## config.mk

```make
export PLATFORM = sky130hd
export DESIGN_NAME = rx_frame_ctrl
export DESIGN_NICKNAME = d
export VERILOG_FILES = /design/src/rtl/rx_ctrl_pkg.sv /design/src/rtl/rx_byte_fifo.sv /design/src/rtl/rx_frame_ctrl.sv
export SDC_FILE = /design/constraint.sdc
export NUM_CORES = 1
export LEC_CHECK = 0
export CORE_ASPECT_RATIO = 0.9
export CORE_MARGIN = 3
export CORE_UTILIZATION = 58
export DETAILED_ROUTE_END_ITERATION = 10
export HOLD_SLACK_MARGIN = 0.06
export PLACE_DENSITY = 0.89
export SKIP_LAST_GASP = 1
export SYNTH_ARGS = -nofsm -noshare
export SYNTH_HDL_FRONTEND = slang
export SYNTH_SLANG_ARGS = --single-unit
```

## constraint.sdc

```tcl
create_clock -name clk -period 4.1 [get_ports clk]
set_clock_uncertainty 0.1 [all_clocks]
set_input_delay 0.82 -clock clk [delete_from_list [all_inputs] [get_ports clk]]
set_output_delay 0.82 -clock clk [all_outputs]
set_load 0.01 [all_outputs]
```

## src/rtl/rx_ctrl_pkg.sv

```systemverilog
// rx_ctrl_pkg: shared definitions for the serial frame receiver.
//   rx_state_t     bit-level receive FSM state encoding
//   START_BIT_LVL  line level of a valid start bit
//   STOP_BIT_LVL   line level of a valid stop bit
package rx_ctrl_pkg;

   typedef enum logic [2:0] {
      ST_IDLE     = 3'd0,
      ST_START    = 3'd1,
      ST_DATA     = 3'd2,
      ST_WAIT_DES = 3'd3,
      ST_STOP     = 3'd4
   } rx_state_t;

   localparam logic START_BIT_LVL = 1'b0;
   localparam logic STOP_BIT_LVL  = 1'b1;

endpackage

```

## src/rtl/rx_byte_fifo.sv

```systemverilog
// rx_byte_fifo: small synchronous FIFO holding payload bytes with sof/last tags.
//   clk, rst_n                   clock, async active-low reset (empties FIFO)
//   push, push_data/sof/last     write request and entry contents
//   pop                          read request (ignored when empty)
//   rd_data/sof/last             head entry, forced to zero when empty
//   full, empty                  occupancy status
//   drop                         push refused because FIFO is full and not popping
module rx_byte_fifo #(
   parameter int WIDTH = 8,
   parameter int DEPTH = 4
) (
   input  logic             clk,
   input  logic             rst_n,
   input  logic             push,
   input  logic [WIDTH-1:0] push_data,
   input  logic             push_sof,
   input  logic             push_last,
   input  logic             pop,
   output logic [WIDTH-1:0] rd_data,
   output logic             rd_sof,
   output logic             rd_last,
   output logic             full,
   output logic             empty,
   output logic             drop
);

   localparam int AW = (DEPTH > 1) ? $clog2(DEPTH) : 1;

   logic [WIDTH+1:0] mem [DEPTH];
   logic [AW-1:0]    wr_ptr;
   logic [AW-1:0]    rd_ptr;
   logic [AW:0]      count;
   logic             rd_ok;
   logic             wr_ok;

   assign full  = (count == (AW+1)'(DEPTH));
   assign empty = (count == '0);
   assign rd_ok = pop && !empty;
   // A pop in the same cycle frees the slot, so a full FIFO still accepts.
   assign wr_ok = push && (!full || rd_ok);
   assign drop  = push && !wr_ok;

   always_ff @(posedge clk) begin
      if (wr_ok) mem[wr_ptr] <= {push_sof, push_last, push_data};
   end

   always_ff @(posedge clk or negedge rst_n) begin
      if (!rst_n) begin
         wr_ptr <= '0;
         rd_ptr <= '0;
         count  <= '0;
      end else begin
         if (wr_ok) wr_ptr <= wr_ptr + 1'b1;
         if (rd_ok) rd_ptr <= rd_ptr + 1'b1;
         case ({wr_ok, rd_ok})
            2'b10:   count <= count + 1'b1;
            2'b01:   count <= count - 1'b1;
            default: count <= count;
         endcase
      end
   end

   // Memory is not reset; gating keeps outputs at zero while empty.
   always_comb begin
      rd_data = '0;
      rd_sof  = 1'b0;
      rd_last = 1'b0;
      if (!empty) begin
         {rd_sof, rd_last, rd_data} = mem[rd_ptr];
      end
   end

endmodule

```

## src/rtl/rx_frame_ctrl.sv

```systemverilog
// rx_frame_ctrl: UART-style frame receiver controller.
// Drives an external deserializer with bit-centre strobes, checks start/stop
// framing, interprets the first byte of each frame as a payload length and
// streams the payload through a small tagged FIFO.
//   clk, rst_n             clock, async active-low reset
//   serial_in              serial line, idle high
//   des_start, des_enable  deserializer control (first-bit marker, sample strobe)
//   des_data, des_valid    deserializer parallel byte and completion strobe
//   out_data/valid/ready   payload stream, out_sof/out_last frame markers
//   err_frame/len/ovf      sticky error flags, cleared by err_clr
//
// state      | meaning
// -----------+----------------------------------------------------------
// IDLE       | line idle, waiting for a falling edge
// START      | timing to start-bit centre, rejects short glitches
// DATA       | issuing one des_enable per bit at bit centre
// WAIT_DES   | waiting (2 cycles max) for the deserializer byte
// STOP       | timing to stop-bit centre, accept or abort the byte
module rx_frame_ctrl
   import rx_ctrl_pkg::*;
#(
   parameter int DATA_WIDTH   = 8,
   parameter int CLKS_PER_BIT = 4,
   parameter int MAX_LEN      = 16,
   parameter int FIFO_DEPTH   = 4
) (
   input  logic                  clk,
   input  logic                  rst_n,
   input  logic                  serial_in,
   output logic                  des_start,
   output logic                  des_enable,
   input  logic [DATA_WIDTH-1:0] des_data,
   input  logic                  des_valid,
   output logic [DATA_WIDTH-1:0] out_data,
   output logic                  out_valid,
   input  logic                  out_ready,
   output logic                  out_sof,
   output logic                  out_last,
   output logic                  err_frame,
   output logic                  err_len,
   output logic                  err_ovf,
   input  logic                  err_clr
);

   localparam int BW = (CLKS_PER_BIT > 2) ? $clog2(CLKS_PER_BIT) : 1;
   localparam int NW = $clog2(DATA_WIDTH + 1);
   localparam int CW = $clog2(MAX_LEN + 1);

   localparam logic [BW-1:0]         HALF_TC   = BW'(CLKS_PER_BIT/2 - 1);
   localparam logic [BW-1:0]         BIT_TC    = BW'(CLKS_PER_BIT - 1);
   localparam logic [BW-1:0]         WAIT_TC   = BW'(CLKS_PER_BIT - 2);
   localparam logic [NW-1:0]         NBITS     = NW'(DATA_WIDTH);
   localparam logic [DATA_WIDTH-1:0] MAX_LEN_B = DATA_WIDTH'(MAX_LEN);
   localparam logic [CW-1:0]         MAX_CNT   = CW'(MAX_LEN);

   rx_state_t             state, state_nxt;
   logic [BW-1:0]         baud_cnt, baud_nxt;
   logic [NW-1:0]         bit_cnt, bit_nxt;
   logic [DATA_WIDTH-1:0] byte_reg;
   logic                  capture;
   logic                  byte_ok;
   logic                  frame_err;

   logic [DATA_WIDTH-1:0] rem;
   logic [CW-1:0]         byte_cnt;
   logic                  len_drop;
   logic                  len_err;
   logic                  push;
   logic                  fifo_drop;
   logic                  fifo_full;
   logic                  fifo_empty;

   always_ff @(posedge clk or negedge rst_n) begin
      if (!rst_n) begin
         state    <= ST_IDLE;
         baud_cnt <= '0;
         bit_cnt  <= '0;
      end else begin
         state    <= state_nxt;
         baud_cnt <= baud_nxt;
         bit_cnt  <= bit_nxt;
      end
   end

   // The baud timer free-runs downward through WAIT_DES into STOP, so the
   // stop-bit centre is exactly one bit period after the last data strobe.
   always_comb begin
      state_nxt  = state;
      baud_nxt   = baud_cnt - 1'b1;
      bit_nxt    = bit_cnt;
      des_enable = 1'b0;
      des_start  = 1'b0;
      capture    = 1'b0;
      byte_ok    = 1'b0;
      frame_err  = 1'b0;
      case (state)
         ST_IDLE: begin
            baud_nxt = HALF_TC;
            if (serial_in == START_BIT_LVL) state_nxt = ST_START;
         end
         ST_START: begin
            if (baud_cnt == '0) begin
               if (serial_in == START_BIT_LVL) begin
                  state_nxt = ST_DATA;
                  baud_nxt  = BIT_TC;
                  bit_nxt   = NBITS;
               end else begin
                  state_nxt = ST_IDLE;
               end
            end
         end
         ST_DATA: begin
            if (baud_cnt == '0) begin
               des_enable = 1'b1;
               des_start  = (bit_cnt == NBITS);
               bit_nxt    = bit_cnt - 1'b1;
               baud_nxt   = BIT_TC;
               if (bit_cnt == NW'(1)) state_nxt = ST_WAIT_DES;
            end
         end
         ST_WAIT_DES: begin
            if (des_valid) begin
               capture   = 1'b1;
               state_nxt = ST_STOP;
            end else if (baud_cnt == WAIT_TC) begin
               frame_err = 1'b1;
               state_nxt = ST_IDLE;
            end
         end
         ST_STOP: begin
            if (baud_cnt == '0) begin
               if (serial_in == STOP_BIT_LVL) byte_ok = 1'b1;
               else                           frame_err = 1'b1;
               state_nxt = ST_IDLE;
            end
         end
         default: state_nxt = ST_IDLE;
      endcase
   end

   always_ff @(posedge clk or negedge rst_n) begin
      if (!rst_n)       byte_reg <= '0;
      else if (capture) byte_reg <= des_data;
   end

   // rem counts payload bytes still owed by the current frame; zero means the
   // next accepted byte is a length byte.
   assign len_err = byte_ok && (rem == '0) && (byte_reg > MAX_LEN_B);
   assign push    = byte_ok && (rem != '0) && !len_drop;

   always_ff @(posedge clk or negedge rst_n) begin
      if (!rst_n) begin
         rem      <= '0;
         byte_cnt <= '0;
         len_drop <= 1'b0;
      end else if (frame_err) begin
         rem      <= '0;
         byte_cnt <= '0;
         len_drop <= 1'b0;
      end else if (byte_ok) begin
         if (rem == '0) begin
            rem      <= byte_reg;
            byte_cnt <= '0;
            len_drop <= len_err;
         end else begin
            rem <= rem - 1'b1;
            if (byte_cnt != MAX_CNT) byte_cnt <= byte_cnt + 1'b1;
         end
      end
   end

   // A new error takes priority over a coincident clear.
   always_ff @(posedge clk or negedge rst_n) begin
      if (!rst_n) begin
         err_frame <= 1'b0;
         err_len   <= 1'b0;
         err_ovf   <= 1'b0;
      end else begin
         err_frame <= frame_err | (err_frame & ~err_clr);
         err_len   <= len_err   | (err_len   & ~err_clr);
         err_ovf   <= fifo_drop | (err_ovf   & ~err_clr);
      end
   end

   rx_byte_fifo #(
      .WIDTH (DATA_WIDTH),
      .DEPTH (FIFO_DEPTH)
   ) u_fifo (
      .clk       (clk),
      .rst_n     (rst_n),
      .push      (push),
      .push_data (byte_reg),
      .push_sof  (byte_cnt == '0),
      .push_last (rem == DATA_WIDTH'(1)),
      .pop       (out_ready),
      .rd_data   (out_data),
      .rd_sof    (out_sof),
      .rd_last   (out_last),
      .full      (fifo_full),
      .empty     (fifo_empty),
      .drop      (fifo_drop)
   );

   assign out_valid = !fifo_empty;

endmodule

```

## Yosys cells after proc, flatten, opt, wreduce, memory -nomap -nowiden

Memories as Yosys holds them, arrays and structs flattened.
Cells that the tools add are included.

| cells by class | value |
|---|---|
| add/subtract/negate cells | 8 |
| magnitude comparators | 1 |
| equal/unequal tests | 19 |
| multiplexer cells | 47 |
| bitwise logic cells | 7 |
| reductions and logical operators | 27 |

Operators with widths:

| kind | count |
|---|---|
| 8-bit 2-to-1 mux | 4 |
| 3-bit 2-to-1 mux | 7 |
| 1-bit 2-to-1 mux | 20 |
| 5-bit 2-to-1 mux | 4 |
| 3-bit one-hot mux with 5 select lines | 1 |
| 4-bit 2-to-1 mux | 3 |
| 2-bit != test (second input constant) | 6 |
| 8-bit by 1-bit == test with 1-bit output (second input constant) | 1 |
| 8-bit by 5-bit greater-than comparator with 1-bit output (second input constant) | 1 |
| 8-bit logical NOT | 1 |
| 2-bit 2-to-1 mux | 4 |
| 4-bit one-hot mux with 2 select lines | 1 |
| 2-bit nonzero test | 4 |
| 8-bit nonzero test | 1 |
| 8-bit by 1-bit subtractor with 8-bit output (second input constant) | 1 |
| 1-bit logical AND | 7 |
| 3-bit by 2-bit == test with 1-bit output (second input constant) | 2 |
| 3-bit == test (second input constant) | 2 |
| 3-bit logical NOT | 2 |
| 2-bit one-hot mux with 3 select lines | 1 |
| 3-bit one-hot mux with 2 select lines | 1 |
| 6-bit AND reduction | 1 |
| 5-bit by 1-bit adder with 5-bit output (second input constant) | 1 |
| 5-bit logical NOT | 1 |
| other kinds (22) | 32 |

| word-level totals | value |
|---|---|
| register bits after elaboration | 41 |
| bits in writable memories | 40 |
| bits of input ports | 14 |
| output and inout port bits | 16 |
| logic and storage cells | 123 |
| memories kept | 1 |

Memory list:

| memory | words | width | rd ports | clocked after memory_dff | write ports | line | text |
|---|---|---|---|---|---|---|---|
| u_fifo.mem | 4 | 10 | 1 | 0 | 1 | rx_byte_fifo.sv:29 | `logic [WIDTH+1:0] mem [DEPTH];` |

## Logic depth before layout (Yosys ltp)

| depth | value |
|---|---|
| word-level depth | 9 |
| depth in mapped cells | 11 |
| depth with buffers taken out | 9 |

## Modules after synthesis

Synthesis repeated with hierarchy kept, for this count alone.

| unflattened totals | value |
|---|---|
| cells, all modules | 304 |
| area total of the unflattened synthesis | 3930.0 µm² |

By module, submodules not included:

| module | instances | cells each | area each (µm²) | sequential area each (µm²) |
|---|---|---|---|---|
| rx_frame_ctrl | 1 | 201 | 1976.9 | 850.8 |
| rx_byte_fifo | 1 | 103 | 1953.1 | 1376.3 |

## Least setup slack after synthesis

OpenSTA, ideal clock, no wires.

| timing path | value |
|---|---|
| path kind | register to register |
| start | register rem[0] |
| end | register u_fifo.count[2] |
| library setup time | 0.126 ns |
| arrival | 2.952 ns |
| data required time | 3.874 ns |
| slack | 0.921 ns |
| stages on the path, launching flop included | 11 |
| path buffers | 2 |
| clock period less this slack | 3.179 ns |
| path through | dfrtp_1 > inv_1 > ha_1 > or3b_2 > buf_2 > o2111ai_4 > buf_6 > nand3_1 > fa_1 > or3_2 > a311o_1 |

| between the ends | value |
|---|---|
| longest elaborated chain between the ends | 6 |
| elaborated cells between the ends (all ways) | 8 |
| classes of those cells | 2 x eq/ne; 1 x mux; 5 x reduce/logical |

Ends and longest elaborated chain:

| element | line | text |
|---|---|---|
| start, declared | rx_frame_ctrl.sv:64 | `logic [DATA_WIDTH-1:0] rem;` |
| start signal, assigned | rx_frame_ctrl.sv:162 | `rem <= byte_reg;` |
| start signal, assigned | rx_frame_ctrl.sv:166 | `rem <= rem - 1'b1;` |
| 8-bit nonzero test (*) | rx_frame_ctrl.sv:149 | `assign push = byte_ok && (rem != '0) && !len_drop;` |
| 1-bit logical AND (*) (2 in series) | rx_frame_ctrl.sv:149 |  |
| 1-bit logical AND (*) | rx_byte_fifo.sv:40 | `assign wr_ok = push && (!full \|\| rd_ok);` |
| 2-bit by 1-bit == test with 1-bit output or 2-bit == test (tied branches) | rx_byte_fifo.sv:55 | `case ({wr_ok, rd_ok})` |
| 3-bit one-hot mux with 2 select lines or 2-bit nonzero test (tied branches) | -- |  |
| end signal, assigned | rx_byte_fifo.sv:56 | `2'b10: count <= count + 1'b1;` |
| end signal, assigned | rx_byte_fifo.sv:57 | `2'b01: count <= count - 1'b1;` |
| end signal, assigned | rx_byte_fifo.sv:58 | `default: count <= count;` |
| end, declared | rx_byte_fifo.sv:32 | `logic [AW:0] count;` |

Every way passes the cells marked *; elsewhere a longest branch is shown, timed or not.
A chain may end at the register's enable or synchronous reset.

## Final worst setup path

Ends and elaborated chain as after synthesis.

==> results.sh <==
export IMPL_worstSetupEndpointType="register"
export IMPL_clkTransAtPathRegs_ps=80
export IMPL_cts_sinks=81
export IMPL_ant_nets=0
export IMPL_drtIter0Drc=168
export IMPL_cts_buffers=9
export IMPL_synth_area_leader_cell="edfxtp_1"
export IMPL_io_pins=30
export IMPL_maxCapViolCount=0
export IMPL_crit_arrival_ps=3540
export IMPL_grt_max_degree=42
export IMPL_fin_crit_ps=3390
export IMPL_n_fill_cell=420
export IMPL_finalSetupViolCount=0
export IMPL_power_density_nw_per_um2=687
export IMPL_cts_resized_gates=0
export IMPL_layout_cells_non_filler=426
export IMPL_grt_antenna_before_repair=0
export IMPL_clkLatencyLatePin_ps=360
export IMPL_post_route_util_pct=69.4
export IMPL_maxSlewViolCount=0
export IMPL_status="complete, no violations"
export IMPL_cts_buffer_depth=2
export IMPL_crit_slowest_cell="or3b_2"
export IMPL_cp_max_fo=13
export IMPL_r2r_start="rem[0]"
export IMPL_total_power_mw=2.98
export IMPL_setup_tns_ps=0
export IMPL_worst_ep_required_time_ps=4240
export IMPL_synthArstFlopShare_pct=50.6
export IMPL_dp_slack_ps=733
export IMPL_design_die_area_sq_um=7610
export IMPL_rows=27
export IMPL_nNetsFinal=361
export IMPL_critPathBufInv=1
export IMPL_critPathTopFamily="simple AND/OR/NAND/NOR gates"
export IMPL_yosysWarnings=0
export IMPL_ys_types=49
export IMPL_port_buffers=29
export IMPL_synth_area_leaders="edfxtp_1, dfrtp_1, mux4_2, ha_1, o21ai_0"
export IMPL_max_stage_delay_ps=590
export IMPL_setup_ws_ps=707
export IMPL_ys_seq_area_share_pct=58.2
export IMPL_max_clock_freq_ghz=0.295
export IMPL_cp_depth=8
export IMPL_drc_errors=0
export IMPL_synth_top_cell_area_share_pct=31.4
export IMPL_start_util_pct=61.2
export IMPL_reg2reg_depth=8
export IMPL_worstMarginPinSlew_ps=932
export IMPL_drt_wl_total_um=7140
export IMPL_max_slew_margin_pct=37.8
export IMPL_hold_viol=0
export IMPL_irDropWorstVdd_mv=0.396
export IMPL_die_w_um=91.6
export IMPL_crit_type="register to register"
export IMPL_grtUsageTotal_pct=20.6
export IMPL_dp_hpwl_um=4880
export IMPL_grt_overflow_total=0
export IMPL_gp_congestion=0.830
export IMPL_dp_cells=410
export IMPL_start_kind="register"
export IMPL_grt_pass1_vias=2538
export IMPL_clockRootBuffer="clkbuf_8"
export IMPL_drive_gt1_share_pct=13.9
export IMPL_crit_chain="inv_1 > ha_1 > or3b_2 > o2111ai_4 > nand3_1 > fa_1 > or3_2 > a311o_1"
export IMPL_post_cts_buffers=0
export IMPL_endpoint="u_fifo.count[2]"
export IMPL_routedWlPerCell_um=16.8
export IMPL_synthesis_area_sq_um=3820
export IMPL_drt_vias_per_instance=5.84
export IMPL_grt_first_pass_wirelength_um=12300
export IMPL_synthToLayoutAreaGrowth_pct=13.3
export IMPL_core_area_sq_um=6250
export IMPL_rsz0062_at_grt="no"
export IMPL_cts_tree="built"
export IMPL_largest_register_ffs=40
export IMPL_post_route_period_util_pct=82.8
export IMPL_synth_ff_type="dfrtp_1"
export IMPL_drt_pass1_iterations=4
export IMPL_die_y_um=83.0
export IMPL_ctsHoldBuffers=0
export IMPL_crit_start="rem[0]"
export IMPL_synth_edf_count=40
export IMPL_num_antenna_cells=0
export IMPL_netlist_instances=306
export IMPL_rrSetupSlack_ps=710
export IMPL_power_leakage_nw=1.69
export IMPL_dr_total_vias=2488
export IMPL_synth_area_per_cell_sq_um=12.5
export IMPL_hp_class="register to register"
export IMPL_reg2reg_to="u_fifo.count[2]"
export IMPL_synth_nets=333
export IMPL_h_tree_depth=3
export IMPL_synth_seq_cells=81
worst min-delay path by stage:
stage / startpoint / to / slack, ps / depth (start not counted)
after global routing: baud_cnt[0] / baud_cnt[0] / 410 / 1
after CTS: baud_cnt[0] / baud_cnt[0] / 380 / 1
final: baud_cnt[0] / baud_cnt[0] / 370 / 1
after detailed placement: baud_cnt[0] / baud_cnt[0] / 370 / 1
after global placement: baud_cnt[0] / baud_cnt[0] / 350 / 1
after floorplan: baud_cnt[0] / baud_cnt[0] / 330 / 1
power breakdown:
group | leakage (nW) | internal (mW) | switching, mW
sequential | 0.877 | 1.05 | 0.247
combinational | 0.726 | 0.581 | 0.572
clock | 0.0904 | 0.225 | 0.305
layout by cell type (no fill, tap or decap), types with 11 or more instances in the layout:
cell type        synthesis  routed
edfxtp_1                40      40
o21ai_0                 23      23
clkdlybuf4s50_1          0      28
nor3_1                  15      15
nand3_1                 11      11
nand2_1                 20      20
ha_1                    12      12
inv_1                   19      19
nor2_1                  13      13
and2_1                  15      15
dfrtp_1                 41      41
Yosys cell counts (all sizes together), types with 2 or more instances:
cell type / instances
o41ai: 3
clkbuf: 8
nand2: 20
nor2b: 3
ha: 12
a211oi: 3
and2: 15
mux2i: 3
mux2: 8
xnor2: 8
nor2: 14
nand3: 12
edfxtp: 40
a31oi: 2
or3: 3
a21oi: 10
a22o: 2
or2: 2
nor3: 15
mux4: 10
o21ai: 23
buf: 5
a21o: 3
nor4: 2
inv: 19
o31ai: 3
dfrtp: 41
stage by stage:
stage / cell area (sq um) / hold WS, ps
global route: 4340 / 409
detailed placement: 4160 / 370
floorplan: 3820 / 328
finish: 4340 / 372
CTS: 4340 / 382
global placement: 4160 / 353
cells by family (layout without fill, tap and decap cells):
logic type	after synthesis	count (layout)	share of synthesized area [%]
mux	21	21	9.03
buf+inv	32	65	3.63
fa+ha+maj	13	13	4.45
simple gates	95	95	13.2
flops	81	81	58.2
compound gates	56	56	9.65
xor+xnor	8	8	1.83
cell type report:
type                    count  area, sq um  area share (%)
clock buffers               9          124            2.86
clock inverters             7         52.6            1.21
inverters                  19         71.3            1.65
multi-input cells         193         1460            33.7
flip-flops and latches     81         2230            51.4
well taps                  87          109            2.51
repair buffers             30          293            6.75
metal layers:
layer  share of wire [%]  track usage [%]  vias to the layer above
met5                   0                0                        -
li1                    -                -                     1170
met4                 1.2             7.81                        0
met2                  52             34.5                       85
met1                  42             26.3                     1222
met3                 5.0             4.35                       11
Note: power is estimated with default switching activity, not from simulation.
